**config.mk**
```make
export PLATFORM = sky130hd
export DESIGN_NAME = icx_spi_slave
export DESIGN_NICKNAME = d
export VERILOG_FILES = /design/src/rtl/icx_spi_slave_pkg.sv /design/src/rtl/icx_sync_edge.sv /design/src/rtl/icx_spi_slave.sv
export SDC_FILE = /design/constraint.sdc
export NUM_CORES = 1
export LEC_CHECK = 0
export BUFFER_PORTS_ARGS = -buffer_cell sky130_fd_sc_hd__buf_4
export CAP_MARGIN = 20
export CORE_UTILIZATION = 57
export DETAILED_ROUTE_END_ITERATION = 8
export PLACE_DENSITY_LB_ADDON = 0.12
export SYNTH_ARGS = -nofsm -noshare
export SYNTH_HDL_FRONTEND = slang
export SYNTH_HIERARCHICAL = 1
export SYNTH_SLANG_ARGS = --single-unit
```
**constraint.sdc**
```tcl
create_clock -name wb_clk -period 2.1 [get_ports wb_clk]
set_clock_uncertainty 0.15 [all_clocks]
set_input_delay 0.525 -clock wb_clk [delete_from_list [all_inputs] [get_ports wb_clk]]
set_output_delay 0.525 -clock wb_clk [all_outputs]
set_load 0.01 [all_outputs]
```
**src/rtl/icx_spi_slave_pkg.sv**
```systemverilog
// -----------------------------------------------------------------------------
// icx_spi_slave_pkg
// Shared definitions for the channel-FPGA end of the ICX serial control link:
// FSM state encoding, serial word length and synchronizer depth.
// -----------------------------------------------------------------------------
package icx_spi_slave_pkg;

    // Serial word length of the main FPGA's SPI master.
    localparam int WORD_W     = 16;

    // Flops between an asynchronous pin and its first use.
    localparam int SYNC_DEPTH = 2;

    // Bit counter width; wraps to 0 naturally after the last bit of a word.
    localparam int BIT_CNT_W  = $clog2(WORD_W);

    // Width of the saturating partial-word error counter.
    localparam int ERR_CNT_W  = 8;

    typedef enum logic [1:0] {
        ST_IDLE = 2'd0,
        ST_ADDR = 2'd1,
        ST_DATA = 2'd2
    } state_e;

endpackage : icx_spi_slave_pkg

```
**src/rtl/icx_sync_edge.sv**
```systemverilog
// -----------------------------------------------------------------------------
// icx_sync_edge
// Multi-flop synchronizer for one asynchronous input, plus one extra register
// that compares successive synchronized values to produce registered edges.
//
// Ports:
//   clk    in   sampling clock
//   rst_n  in   synchronous active-low reset
//   din    in   asynchronous input
//   level  out  synchronized level
//   rise   out  one-cycle pulse, registered, on a synchronized 0->1
//   fall   out  one-cycle pulse, registered, on a synchronized 1->0
// -----------------------------------------------------------------------------
module icx_sync_edge
    import icx_spi_slave_pkg::*;
(
    input  logic clk,
    input  logic rst_n,
    input  logic din,
    output logic level,
    output logic rise,
    output logic fall
);

    logic [SYNC_DEPTH-1:0] sync_q, sync_d;
    logic                  prev_q, prev_d;
    logic                  rise_q, rise_d;
    logic                  fall_q, fall_d;

    always_comb begin
        sync_d = {sync_q[SYNC_DEPTH-2:0], din};
        prev_d = sync_q[SYNC_DEPTH-1];
        rise_d =  sync_q[SYNC_DEPTH-1] & ~prev_q;
        fall_d = ~sync_q[SYNC_DEPTH-1] &  prev_q;
    end

    // NOTE: non-blocking assignments in clocked blocks so every flop samples
    // the pre-edge value of its neighbour; blocking here would collapse the
    // synchronizer chain into a single flop.
    always_ff @(posedge clk) begin
        if (!rst_n) begin
            sync_q <= '0;
            prev_q <= 1'b0;
            rise_q <= 1'b0;
            fall_q <= 1'b0;
        end else begin
            sync_q <= sync_d;
            prev_q <= prev_d;
            rise_q <= rise_d;
            fall_q <= fall_d;
        end
    end

    assign level = sync_q[SYNC_DEPTH-1];
    assign rise  = rise_q;
    assign fall  = fall_q;

endmodule : icx_sync_edge

```
**src/rtl/icx_spi_slave.sv**
```systemverilog
// -----------------------------------------------------------------------------
// icx_spi_slave
// Write-only SPI slave for the inter-FPGA control link. Oversamples CS/CLK/DAT
// in the local clock domain, decodes frames of one address word followed by
// any number of data words, and emits single-cycle register write strobes with
// an auto-incrementing address.
//
// Optional feature macro: ICX_SPI_ERRCNT_EN
//   defined   -> err_cnt port present, counts frames ending on a partial word
//   undefined -> no err_cnt port, partial words silently discarded
//
// Ports:
//   wb_clk      in   local clock
//   wb_rst      in   synchronous active-low reset
//   spi_cs      in   frame select, active low, asynchronous
//   spi_clk     in   serial clock, idle low, asynchronous
//   spi_dat     in   serial data, MSB first, sampled on spi_clk rise
//   reg_adr     out  write address (ADR_W bits)
//   reg_dat     out  write data (16 bits)
//   reg_we      out  one-cycle write strobe
//   frame_done  out  one-cycle pulse at every frame end
//   busy        out  high while a frame is being decoded
//   err_cnt     out  saturating partial-word frame count (macro only)
// -----------------------------------------------------------------------------
module icx_spi_slave
    import icx_spi_slave_pkg::*;
#(
    parameter int ADR_W = 8,
    parameter int DAT_W = WORD_W   // tied to the master's word length
) (
    input  logic             wb_clk,
    input  logic             wb_rst,
    input  logic             spi_cs,
    input  logic             spi_clk,
    input  logic             spi_dat,
    output logic [ADR_W-1:0] reg_adr,
    output logic [DAT_W-1:0] reg_dat,
    output logic             reg_we,
    output logic             frame_done,
    output logic             busy
`ifdef ICX_SPI_ERRCNT_EN
    ,
    output logic [ERR_CNT_W-1:0] err_cnt
`endif
);

    // ------------------------------------------------------------------
    // Input synchronization
    // ------------------------------------------------------------------
    logic cs_level,  cs_rise,  cs_fall;
    logic clk_level, clk_rise, clk_fall;
    logic dat_level, dat_rise, dat_fall;

    icx_sync_edge u_sync_cs (
        .clk   (wb_clk),
        .rst_n (wb_rst),
        .din   (spi_cs),
        .level (cs_level),
        .rise  (cs_rise),
        .fall  (cs_fall)
    );

    icx_sync_edge u_sync_clk (
        .clk   (wb_clk),
        .rst_n (wb_rst),
        .din   (spi_clk),
        .level (clk_level),
        .rise  (clk_rise),
        .fall  (clk_fall)
    );

    // Data is only ever sampled as a level; its pin is stable for several
    // clocks around the spi_clk rise, so the synchronized level at the time
    // the registered clock edge arrives is the bit the master sent.
    icx_sync_edge u_sync_dat (
        .clk   (wb_clk),
        .rst_n (wb_rst),
        .din   (spi_dat),
        .level (dat_level),
        .rise  (dat_rise),
        .fall  (dat_fall)
    );

    // ------------------------------------------------------------------
    // Frame decoder state
    // ------------------------------------------------------------------
    state_e                 state_q,      state_d;
    logic [WORD_W-1:0]      shift_q,      shift_d;
    logic [BIT_CNT_W-1:0]   bit_cnt_q,    bit_cnt_d;
    logic [ADR_W-1:0]       reg_adr_q,    reg_adr_d;
    logic [DAT_W-1:0]       reg_dat_q,    reg_dat_d;
    logic                   reg_we_q,     reg_we_d;
    logic                   frame_done_q, frame_done_d;
    logic                   partial_abort;

    // Word as it will look once the bit currently being clocked is shifted in.
    logic [WORD_W-1:0]      word;
    assign word = {shift_q[WORD_W-2:0], dat_level};

    // NOTE: every signal written below gets its hold value first, so no path
    // through the case/if tree leaves one unassigned and infers a latch.
    always_comb begin
        state_d       = state_q;
        shift_d       = shift_q;
        bit_cnt_d     = bit_cnt_q;
        reg_adr_d     = reg_adr_q;
        reg_dat_d     = reg_dat_q;
        reg_we_d      = 1'b0;
        frame_done_d  = 1'b0;
        partial_abort = 1'b0;

        // Post-increment: the consumer sees the address of the write that
        // just happened, then it moves on for the next word.
        if (reg_we_q) begin
            reg_adr_d = reg_adr_q + ADR_W'(1);
        end

        unique case (state_q)
            ST_IDLE: begin
                // Only a fresh falling edge opens a frame, so CS already low
                // out of reset (mid-frame) is never decoded.
                if (cs_fall) begin
                    state_d   = ST_ADDR;
                    bit_cnt_d = '0;
                end
            end

            ST_ADDR, ST_DATA: begin
                // CS rise takes priority over a coincident clock edge; the
                // count before that edge decides whether a word was cut off.
                if (cs_rise) begin
                    state_d       = ST_IDLE;
                    frame_done_d  = 1'b1;
                    partial_abort = (bit_cnt_q != '0);
                    bit_cnt_d     = '0;
                end else if (clk_rise) begin
                    shift_d   = word;
                    bit_cnt_d = bit_cnt_q + BIT_CNT_W'(1);
                    if (bit_cnt_q == BIT_CNT_W'(WORD_W - 1)) begin
                        if (state_q == ST_ADDR) begin
                            reg_adr_d = word[ADR_W-1:0];
                            state_d   = ST_DATA;
                        end else begin
                            reg_dat_d = word;
                            reg_we_d  = 1'b1;
                        end
                    end
                end
            end

            default: begin
                state_d = ST_IDLE;
            end
        endcase
    end

    always_ff @(posedge wb_clk) begin
        if (!wb_rst) begin
            state_q      <= ST_IDLE;
            // NOTE: the shift register is a handful of flops, not a RAM, so
            // it is reset along with everything else and never holds bits
            // left over from a frame interrupted by reset.
            shift_q      <= '0;
            bit_cnt_q    <= '0;
            reg_adr_q    <= '0;
            reg_dat_q    <= '0;
            reg_we_q     <= 1'b0;
            frame_done_q <= 1'b0;
        end else begin
            state_q      <= state_d;
            shift_q      <= shift_d;
            bit_cnt_q    <= bit_cnt_d;
            reg_adr_q    <= reg_adr_d;
            reg_dat_q    <= reg_dat_d;
            reg_we_q     <= reg_we_d;
            frame_done_q <= frame_done_d;
        end
    end

    assign reg_adr    = reg_adr_q;
    assign reg_dat    = reg_dat_q;
    assign reg_we     = reg_we_q;
    assign frame_done = frame_done_q;
    assign busy       = (state_q != ST_IDLE);

    // ------------------------------------------------------------------
    // Partial-word error counter
    // ------------------------------------------------------------------
`ifdef ICX_SPI_ERRCNT_EN
    logic [ERR_CNT_W-1:0] err_cnt_q, err_cnt_d;

    always_comb begin
        err_cnt_d = err_cnt_q;
        if (partial_abort && (err_cnt_q != {ERR_CNT_W{1'b1}})) begin
            err_cnt_d = err_cnt_q + ERR_CNT_W'(1);
        end
    end

    always_ff @(posedge wb_clk) begin
        if (!wb_rst) begin
            err_cnt_q <= '0;
        end else begin
            err_cnt_q <= err_cnt_d;
        end
    end

    assign err_cnt = err_cnt_q;

    logic unused_sync;
    assign unused_sync = ^{cs_level, clk_level, clk_fall, dat_rise, dat_fall,
                           shift_q[WORD_W-1]};
`else
    // Without the counter the abort flag has no consumer.
    logic unused_sync;
    assign unused_sync = ^{cs_level, clk_level, clk_fall, dat_rise, dat_fall,
                           shift_q[WORD_W-1], partial_abort};
`endif

endmodule : icx_spi_slave

```
After elaboration in Yosys (flattened, before gate mapping)
Cells that the tools add are included.
{"block": "op_classes", "add_sub_neg": 2, "n_eq_ne": 7, "mux": 18, "bitwise_logic": 12, "reduce_logical": 10}
{"op": "two-way mux 8 bit", "n": 6}
{"op": "two-way mux 4 bit", "n": 3}
{"op": "two-way mux 2 bit", "n": 5}
{"op": "inverter 1 bit", "n": 9}
{"op": "adder 8 x 1 -> 8 bit, second input constant", "n": 1}
{"op": "one-hot mux 4 bit (2 select lines)", "n": 1}
{"op": "inequality test 3 x 2 -> 1 bit, second input constant", "n": 2}
{"op": "AND reduction 3 bit", "n": 2}
{"op": "AND reduction 5 bit", "n": 1}
{"op": "OR reduction 5 bit", "n": 1}
{"op": "adder 4 x 1 -> 4 bit, second input constant", "n": 1}
{"op": "equality test 4 bit, second input constant", "n": 1}
{"op": "one-hot mux 2 bit (2 select lines)", "n": 1}
{"op": "AND reduction 4 bit", "n": 1}
{"op": "nonzero test 2 bit", "n": 2}
{"op": "AND 1 bit", "n": 3}
{"op": "inequality test 3 x 1 -> 1 bit, second input constant", "n": 1}
{"op": "equality test 2 x 1 -> 1 bit, second input constant", "n": 1}
{"op": "equality test 2 bit, second input constant", "n": 1}
{"op": "logical NOT 2 bit", "n": 1}
{"op": "two-way mux 1 bit", "n": 2}
{"op": "inequality test 2 x 1 -> 1 bit, second input constant", "n": 1}
{"op": "AND reduction 2 bit", "n": 1}
{"op": "OR reduction 2 bit", "n": 1}
{"block": "totals", "register_bits": 58, "inputBits": 5, "elab_cells": 64}

Longest topological paths before layout
Gate-level depths: netlist of run 1.
{"block": "depth", "word_depth": 7, "ltp_mapped": 9, "depth_no_buf": 6}

Hierarchy
Netlist of run 1, hierarchy kept.
{"module": "icx_spi_slave", "n_inst": 1, "cells_per_inst": 231, "area_per_inst_um2": 2118.3, "seq_area_each_um2": 940.9}
{"module": "icx_sync_edge", "n_inst": 3, "cells_per_inst": 10, "area_per_inst_um2": 140.1, "seq_area_each_um2": 100.1}

Worst setup path after synthesis of run 1
OpenSTA, ideal clock, no wires.
{"block": "synth_path", "path_type": "reg2reg", "startpoint": "register state_q[0]", "endpoint": "register reg_dat_q[10], in the netlist reg_dat[10]", "arrival_ns": 1.656, "setup_slack_ns": 0.176, "path_stages_with_launch": 10, "n_path_buf": 3, "synth_period_minus_slack_ns": 1.924, "cell_sequence": "dfxtp_1 > inv_1 > ha_1 > buf_2 > nand3b_4 > or3_1 > buf_6 > buf_12 > nand2_2 > a21boi_2"}
{"block": "synth_via", "elab_chain_len": 3, "word_cells_on_any_way": 5}
{"item": "start, declared", "line_no": "icx_spi_slave.sv:87", "text": "state_e state_q, state_d;"}
{"item": "start signal, assigned", "line_no": "icx_spi_slave.sv:170", "text": "state_q <= state_d;"}
{"item": "equality test 2 x 1 -> 1 bit or equality test 2 bit (tied branches)", "line_no": "icx_spi_slave.sv:118, icx_spi_slave.sv:140"}
{"item": "OR reduction 2 bit or inverter 1 bit (tied branches)"}
{"item": "AND reduction 5 bit (no line) (*)"}
{"item": "end signal, assigned", "line_no": "icx_spi_slave.sv:174", "text": "reg_dat_q <= reg_dat_d;"}
{"item": "end, declared", "line_no": "icx_spi_slave.sv:91", "text": "logic [DAT_W-1:0] reg_dat_q, reg_dat_d;"}
Every way passes the cells marked *; elsewhere a longest branch is shown, timed or not.
A chain may end at the register's enable or synchronous reset.

Worst setup path in the final report of run 1
{"block": "layout_path", "startpoint": "register state_q[0]", "endpoint": "register reg_dat_q[4], in the netlist reg_dat[4]"}
The elaborated chain is that of the path after synthesis.

==> results of run 1 <==
[cell type report]
| class | instances | share of cell area |
|---|---|---|
| timing repair buffer | 36 | 0.09453 |
| sequential | 58 | 0.4061 |
| inverter | 3 | 0.003939 |
| tap | 50 | 0.02188 |
| clock inverter | 3 | 0.01400 |
| multi-input combinational | 178 | 0.4088 |
| clock buffer | 12 | 0.05077 |
[routing by layer]
layer,GRT usage,wire (um)
met1,0.2690,2055
met4,0.1117,90
met3,0.07095,191
met2,0.3188,1950
met5,0,0
[worst min-delay path by stage]
stage / start / endpoint / slack [ps] / cells after the start
floorplan: u_sync_clk/sync_q[0] / u_sync_clk/sync_q[1] / 280 / 1
global placement: u_sync_clk/sync_q[0] / u_sync_clk/sync_q[1] / 280 / 1
detailed placement: u_sync_cs/sync_q[0] / u_sync_cs/sync_q[1] / 280 / 1
CTS: spi_dat / u_sync_dat/sync_q[0] / 250 / 2
global route: spi_cs / u_sync_cs/sync_q[0] / 240 / 2
finish: spi_dat / u_sync_dat/sync_q[0] / 260 / 2
[power groups by stage]
stage          Combinational (uW)  Sequential, uW  Clock (uW)
4_1_cts                       173            1120         989
6_report                      172            1120         964
3_3_place_gp                  171            1150           0
5_1_grt                       191            1120        1040
3_5_place_dp                  172            1150           0
2_1_floorplan                 129            1140           0
[sequential cells by signal, indices dropped and copies added (netlist names), 2 cells and up]
name,cells
u_sync_cs/sync_q,2
shift_q,15
u_sync_clk/sync_q,2
state_q,2
bit_cnt_q,4
u_sync_dat/sync_q,2
reg_dat,16
reg_adr,8
[per-stage QoR]
stage / setup slack [ps] / total power (uW) / std cells
floorplan: 176.2 / 1274 / 253
global placement: 245.2 / 1318 / 325
detailed placement: 184.5 / 1320 / 325
CTS: 168.7 / 2286 / 340
global route: 71.23 / 2357 / 340
finish: 187.3 / 2260 / 340
==> reports/metrics.yaml, run 1 <==
clock_network:
  cts-buffers-inserted: 9
  clk_latency_ps: 330
  cts_tree: "built"
  cts_sinks: 58
  cts-root-buf: "clkbuf_8"
  cts_setup_buffers: 0
  cts_resized: 0
  htreeDepth: 3
  cts.path.max_buffers: 2
  cts.clk_slew.worst_paths_ps: 60
  ctsHoldBuffers: 0
pwr:
  p_sw_uw: 497.8
  peakVddDrop_mv: 0.5898
  p_comb_frac: 0.076
  p_clk_frac: 0.427
  p_sw_frac: 0.2203
  internal_power_uw: 1762
  p_leak_uw: 0.001174
  seqPwrFrac: 0.497
  p_per_area_nw_per_um2: 790.5
critical_path:
  cp-endpoint: "reg_dat[4]"
  worst-path-stages: 7
  cp_data_required_time_ps: 2170
  r2r_start: "state_q[0]"
  startpoint_type: "flip-flop"
  cp_slowest_stage_delay_ps: 370
  path_buf_inv: 2
  reg2reg_to: "reg_dat[4]"
  cp-end-kind: "flip-flop"
  path_delay_family: "simple AND/OR/NAND/NOR gates"
  ff2ff_path_depth: 7
  crit_type: "reg -> reg"
  cp_max_fo: 16
  cp_data_arrival_time_ps: 1980
  crit_chain: "inv_1 -> ha_1 -> nand3b_4 -> or3_1 -> buf_4 -> nand2_1 -> a21boi_1"
  crit_slowest_cell: "or3_1"
  startpoint: "state_q[0]"
  r2r_setup_slack_ps: 190
sta:
  slew_headroom: 0.6906
  tightest_slew_ps: 464.1
  setup_tns_ps: 0
  setup_viol: 0
  hold_slack_ps: 261.6
  hold_viol: 0
  fmax_mhz: 522.8
  layout_min_cycle_time_ps: 1913
  final_max_slew_viol_count: 0
  finalCritPeriodShare: 0.9108
  rsz0062_at_grt: "no"
synthesis:
  syn_avg_cell_area_um2: 9.584
  synth_warnings: 6
  syn_nets: 262
  netlist_area_um2: 2425
  syn_inst: 253
worst_hold_path:
  hold_path.class: "in -> reg"
placed_design:
  place_area_um2: 2674
  dp_hpwl_um: 2798
  place.gp.congestion: 0.7474
  portBuffers: 31
detailed_routing:
  via_count: 1775
  wirelength_um: 4287
  drc: 0
  viasPerCell: 5.221
  post_drt_wl_per_cell_um: 12.61
  ant_nets: 0
  drtIter0Drc: 94
  first_pass_iters: 5
cells_and_area:
  synthToLayoutAreaGrowth_pct: 17.90
  diodes: 0
  nFillCells: 337
  nNetsFinal: 295
  final_util: 0.7096
  final_area_um2: 2859
  layout-drive-gt1-share: 0.2828
  multi_input_area_um2: 1169
  layout_common_cells: "nand2_1 (62), dfxtp_1 (58), buf_4 (36)"
  layout_commonest_cell: "nand2_1"
  regArea_um2: 1161
global_routing:
  globalRoute.totalOverflow: 0
  grt_pass1_wl_um: 6920
  first_global_vias: 1532
  antenna_found_initial: 0
  grt_max_degree: 61
  track_usage: 0.2124
run:
  drv_cap: 0
status:
  status: "completed"
floorplanning:
  coreArea_um2: 4029
  die-area_um2: 4519
  rows: 23
  die_h_um: 67.23
  fp.dieW_um: 67.23
  pin_count: 32
  initial_core_util: 0.6019
Power figures use the tool's default switching activity.
==> inputs of run 2 (changes only) <==
- clock period: 2.1 -> 2 ns (I/O delays scaled with it)
==> reports/metrics.yaml, run 2 (same netlist as run 1, synthesis figures left out) <==
global_routing:
  antenna_found_initial: 0  # unchanged
  globalRoute.totalOverflow: 0  # unchanged
  track_usage: 0.2162  # +0.003780
  grt_max_degree: 61  # unchanged
  grt_pass1_wl_um: 7065  # +2.1%
  grt_busiest_layer: "met2"
  grt.met3_usage: 0.05574  # -0.01520
  first_global_vias: 1590  # +3.8%
  met2_usage: 0.3463  # +0.02750
  use_met1: 0.2632  # -0.005829
clock_network:
  cts_sinks: 58  # unchanged
  cts_tree: "built"
  cts_setup_buffers: 0  # unchanged
  clk_latency_ps: 330  # about the same
  cts-root-buf: "clkbuf_8"
  cts.clk_slew.worst_paths_ps: 60  # about the same
  cts.path.max_buffers: 2  # unchanged
  cts_resized: 0  # unchanged
  ctsHoldBuffers: 0  # unchanged
  cts-buffers-inserted: 9  # unchanged
  htreeDepth: 3  # unchanged
placed_design:
  portBuffers: 31  # unchanged
  dp_hpwl_um: 2902  # +3.7%
  place_area_um2: 2686  # +0.47%
  pre_cts_ws_ps: 112.0  # -72.58 ps
  place.gp.congestion: 0.7466  # -0.11%
critical_path:
  crit_type: "reg -> reg"
  cp_data_required_time_ps: 2120  # -50 ps
  cp_data_arrival_time_ps: 1960  # -20 ps
  cp_max_fo: 17  # +1
  cp-end-kind: "flip-flop"
  startpoint_type: "flip-flop"
detailed_routing:
  via_count: 1779  # +0.23%
  ant_nets: 0  # unchanged
  post_drt_wl_per_cell_um: 12.63  # +0.15%
  viasPerCell: 5.217  # about the same
  drtIter0Drc: 77  # -18%
  drc: 0  # unchanged
  wirelength_um: 4306  # +0.44%
  first_pass_iters: 4  # -1
worst_hold_path:
  hold_path.class: "in -> reg"
pwr:
  peakVddDrop_mv: 0.7301  # +24%
  p_per_area_nw_per_um2: 799.4  # +1.1%
  p_leak_uw: 0.001167  # -0.61%
sta:
  hold_slack_ps: 241.5  # -20.14 ps
  layout_min_cycle_time_ps: 1841  # -71.35 ps
  final_max_slew_viol_count: 0  # unchanged
  finalCritPeriodShare: 0.9207  # +0.009864
  fin_ws_ps: 158.7  # -28.65 ps
  slew_headroom: 0.6852  # -0.005402
  setup_viol: 0  # unchanged
  rsz0062_at_grt: "no"
  fmax_mhz: 543.1  # +3.9%
  setup_tns_ps: 0  # unchanged
  hold_viol: 0  # unchanged
  tightest_slew_ps: 472.2  # +8.104 ps
cells_and_area:
  largest_reg_flops: 16  # unchanged
  synthToLayoutAreaGrowth_pct: 18.37
  nNetsFinal: 295  # unchanged
  layout_commonest_cell: "nand2_1"
  layout-drive-gt1-share: 0.2921  # +0.009338
  final_area_um2: 2870  # +0.39%
  layout_common_cells: "nand2_1 (62), dfxtp_1 (58), buf_4 (35)"
  nFillCells: 344  # +2.1%
  final_util: 0.7124  # +0.002795
  diodes: 0  # unchanged
floorplanning:
  coreArea_um2: 4029  # unchanged
  pin_count: 32  # unchanged
  rows: 23  # unchanged
  die-area_um2: 4519  # unchanged
  initial_core_util: 0.6019  # unchanged
  die_h_um: 67.23  # unchanged
  fp.dieW_um: 67.23  # unchanged
status:
  status: "completed"
run:
  drv_cap: 0  # unchanged
==> run 2: changes by cell type in the layout (fill, tap and decap cells not counted), sizes merged <==
cell      delta
clkinv       +1
clkbuf       -1
clkinvlp     +2
bufinv       -1
==> run 2: worst paths after layout <==
check                             from                   end  slack (ps)  cells past startpoint
hold reg to reg   u_sync_clk/sync_q[0]  u_sync_clk/sync_q[1]         300                      1
setup / recovery            state_q[0]            reg_dat[9]         160                      8
hold / removal                  spi_cs   u_sync_cs/sync_q[0]         240                      2
setup reg to reg            state_q[0]            reg_dat[9]         160                      8
==> run 2: critical path, stage by stage, from the launching register on <==
cell and delay (ps):
dfxtp_1 360, inv_1 80, ha_4 290, nand3b_4 120
buf_4 210, nor3_4 200, buf_12 170, nand2_1 80
a21boi_2 110
==> run 2: metrics by stage <==
step | cells | total power (uW)
2_1_floorplan | 253 | 1337
3_3_place_gp | 325 | 1385
3_5_place_dp | 325 | 1389
4_1_cts | 341 | 2303
5_1_grt | 341 | 2393
6_report | 341 | 2294
==> run 2: power breakdown <==
group | leakage, uW | switching [uW] | internal (uW)
Sequential | 0.000469 | 9.51 | 1170
Clock | 0.0000851 | 439 | 476
Combinational | 0.000613 | 106 | 94.4
Total | 0.00117 | 554 | 1740
==> run 2: cell type report <==
type	count	area [um2]	share of cell area
clock buffers	11	141.4	0.04926
clock inverters	5	30.03	0.01046
inverters	3	11.26	0.003923
multi-input cells	178	1181	0.4115
flip-flops and latches	58	1161	0.4045
well taps	50	62.56	0.02180
repair buffers	36	282.8	0.09852
==> run 2: per-layer routing <==
layer  vias to the layer above  routed length, um
li1                        915                  -
met1                       831               2013
met2                        28               2088
met3                         5                146
met4                         0                 58
met5                         -                  0
==> inputs of run 3 (changes only) <==
- CELL_PAD_IN_SITES_DETAIL_PLACEMENT: not set -> 1
- CELL_PAD_IN_SITES_GLOBAL_PLACEMENT: not set -> 2
- CORE_MARGIN: not set -> 4
- CORE_UTILIZATION: 57 -> 36
==> reports/metrics.yaml, run 3 (same netlist as run 1, synthesis figures left out) <==
cells_and_area:
  synthToLayoutAreaGrowth_pct: 19.61
  layout-drive-gt1-share: 0.2921  # unchanged
  layout_commonest_cell: "nand2_1"
  layout_common_cells: "nand2_1 (62), dfxtp_1 (58), buf_4 (39)"
  largest_reg_flops: 16  # unchanged
  final_area_um2: 2900  # +1.0%
  nNetsFinal: 299  # +1.4%
  diodes: 0  # unchanged
worst_hold_path:
  min_to: "u_sync_clk/sync_q[0]"
  whs_path_depth: 2  # unchanged
  hold_start: "spi_clk"
  hold_path.class: "in -> reg"
floorplanning:
  pin_count: 32  # unchanged
  coreArea_um2: 6459  # +60%
  die-area_um2: 8113  # +80%
  fp.dieW_um: 90.07  # +34%
  rows: 29  # +26%
  die_h_um: 90.07  # +34%
  initial_core_util: 0.3754  # -0.2264
pwr:
  peakVddDrop_mv: 0.3329  # -54%
  p_leak_uw: 0.001175  # +0.74%
  p_total_uw: 2248  # -2.0%
  p_per_area_nw_per_um2: 775.0  # -3.0%
critical_path:
  cp-end-kind: "primary output"
  r2r_setup_slack_ps: 160  # about the same
  ff2ff_path_depth: 7  # -1
  crit_type: "reg -> out"
  reg2reg_to: "reg_dat[11]"
  cp_data_required_time_ps: 1350  # -770 ps
  cp_max_fo: 4  # -13
  startpoint_type: "flip-flop"
  r2r_start: "state_q[0]"
  cp_data_arrival_time_ps: 1210  # -750 ps
sta:
  layout_min_cycle_time_ps: 1863  # +21.95 ps
  tightest_slew_ps: 490.4  # +18.23 ps
  final_max_slew_viol_count: 0  # unchanged
  finalCritPeriodShare: 0.9316  # +0.01098
  fin_ws_ps: 136.7  # -21.95 ps
  hold_viol: 0  # unchanged
  fmax_mhz: 536.7  # -1.2%
  slew_headroom: 0.6730  # -0.01215
  setup_tns_ps: 0  # unchanged
  setup_viol: 0  # unchanged
detailed_routing:
  via_count: 1830  # +2.9%
  post_drt_wl_per_cell_um: 14.08  # +12%
  wirelength_um: 5183  # +20%
  drc: 0  # unchanged
  ant_nets: 0  # unchanged
  drtIter0Drc: 66  # -14%
  viasPerCell: 4.973  # -4.7%
  first_pass_iters: 4  # unchanged
clock_network:
  cts.clk_slew.worst_paths_ps: 60  # about the same
  ctsHoldBuffers: 0  # unchanged
  clk_latency_ps: 330  # about the same
  cts-buffers-inserted: 9  # unchanged
  cts_sinks: 58  # unchanged
  cts-root-buf: "clkbuf_8"
  cts_tree: "built"
  cts.path.max_buffers: 2  # unchanged
  htreeDepth: 3  # unchanged
placed_design:
  portBuffers: 31  # unchanged
  place_area_um2: 2738  # +1.9%
  pre_cts_ws_ps: 1.852  # -110.1 ps
  place.gp.congestion: 0.7100  # -4.9%
  dp_hpwl_um: 3566  # +23%
status:
  status: "completed"
global_routing:
  antenna_found_initial: 0  # unchanged
  first_global_vias: 1863  # +17%
  track_usage: 0.1367  # -0.07950
  grt_pass1_wl_um: 9018  # +28%
  grt_max_degree: 59  # -3.3%
  globalRoute.totalOverflow: 0  # unchanged
run:
  drv_cap: 0  # unchanged
[run 3: layer usage]
metal | vias to the layer above | wire (um) | global-route usage
li1 | 917 | - | -
met1 | 871 | 2498 | 0.1677
met2 | 32 | 2347 | 0.2147
met3 | 10 | 216 | 0.03923
met4 | 0 | 120 | 0.07653
met5 | - | 0 | 0
[run 3: timing repair]
| action | 4_1_cts | 5_1_grt |
|---|---|---|
| setup buffers | 0 | 0 |
| endpoints found under the hold margin | 0 | 0 |
| gates resized for setup | 1 | 2 |
| setup endpoints to repair | 1 | 15 |
[run 3: cell type report]
type,instances,area [um2]
Clock buffer,11,141.4
Clock inverter,1,5.005
Fill cell,765,3558
Inverter,3,11.26
Multi-Input combinational cell,178,1181
Sequential cell,58,1161
Tap cell,77,96.34
Timing Repair Buffer,40,304.0
[run 3: critical path, stage by stage (launching register included)]
cell	delay [ps]
dfxtp_1	360
inv_1	80
ha_4	160
buf_4	140
inv_1	50
buf_4	110
[run 3: power breakdown]
group / switching (uW) / internal, uW / leakage, uW
logic: 108 / 98.5 / 0.000630
clock network: 409 / 453 / 0.0000770
registers: 9.12 / 1170 / 0.000469
total: 526 / 1720 / 0.00118
[run 3: worst max path at each step]
stage                           from           to  slack [ps]  cells past startpoint
after floorplan           state_q[0]  reg_dat[10]          80                      9
after global placement    state_q[0]   reg_dat[1]         100                      8
after detailed placement  state_q[0]   reg_dat[4]           2                      8
after CTS                 state_q[0]   reg_dat[4]          40                      8
after global routing      state_q[0]   reg_dat[4]         -10                      8
final                     state_q[0]         busy         140                      5
[run 3: per-stage QoR]
stage,hold WS [ps],std cells,utilization
global route,227.5,368,0.4491
global placement,287.4,356,0.4239
floorplan,276.3,253,-
CTS,224.9,368,0.4469
finish,241.8,368,0.4491
detailed placement,289.3,356,0.4239
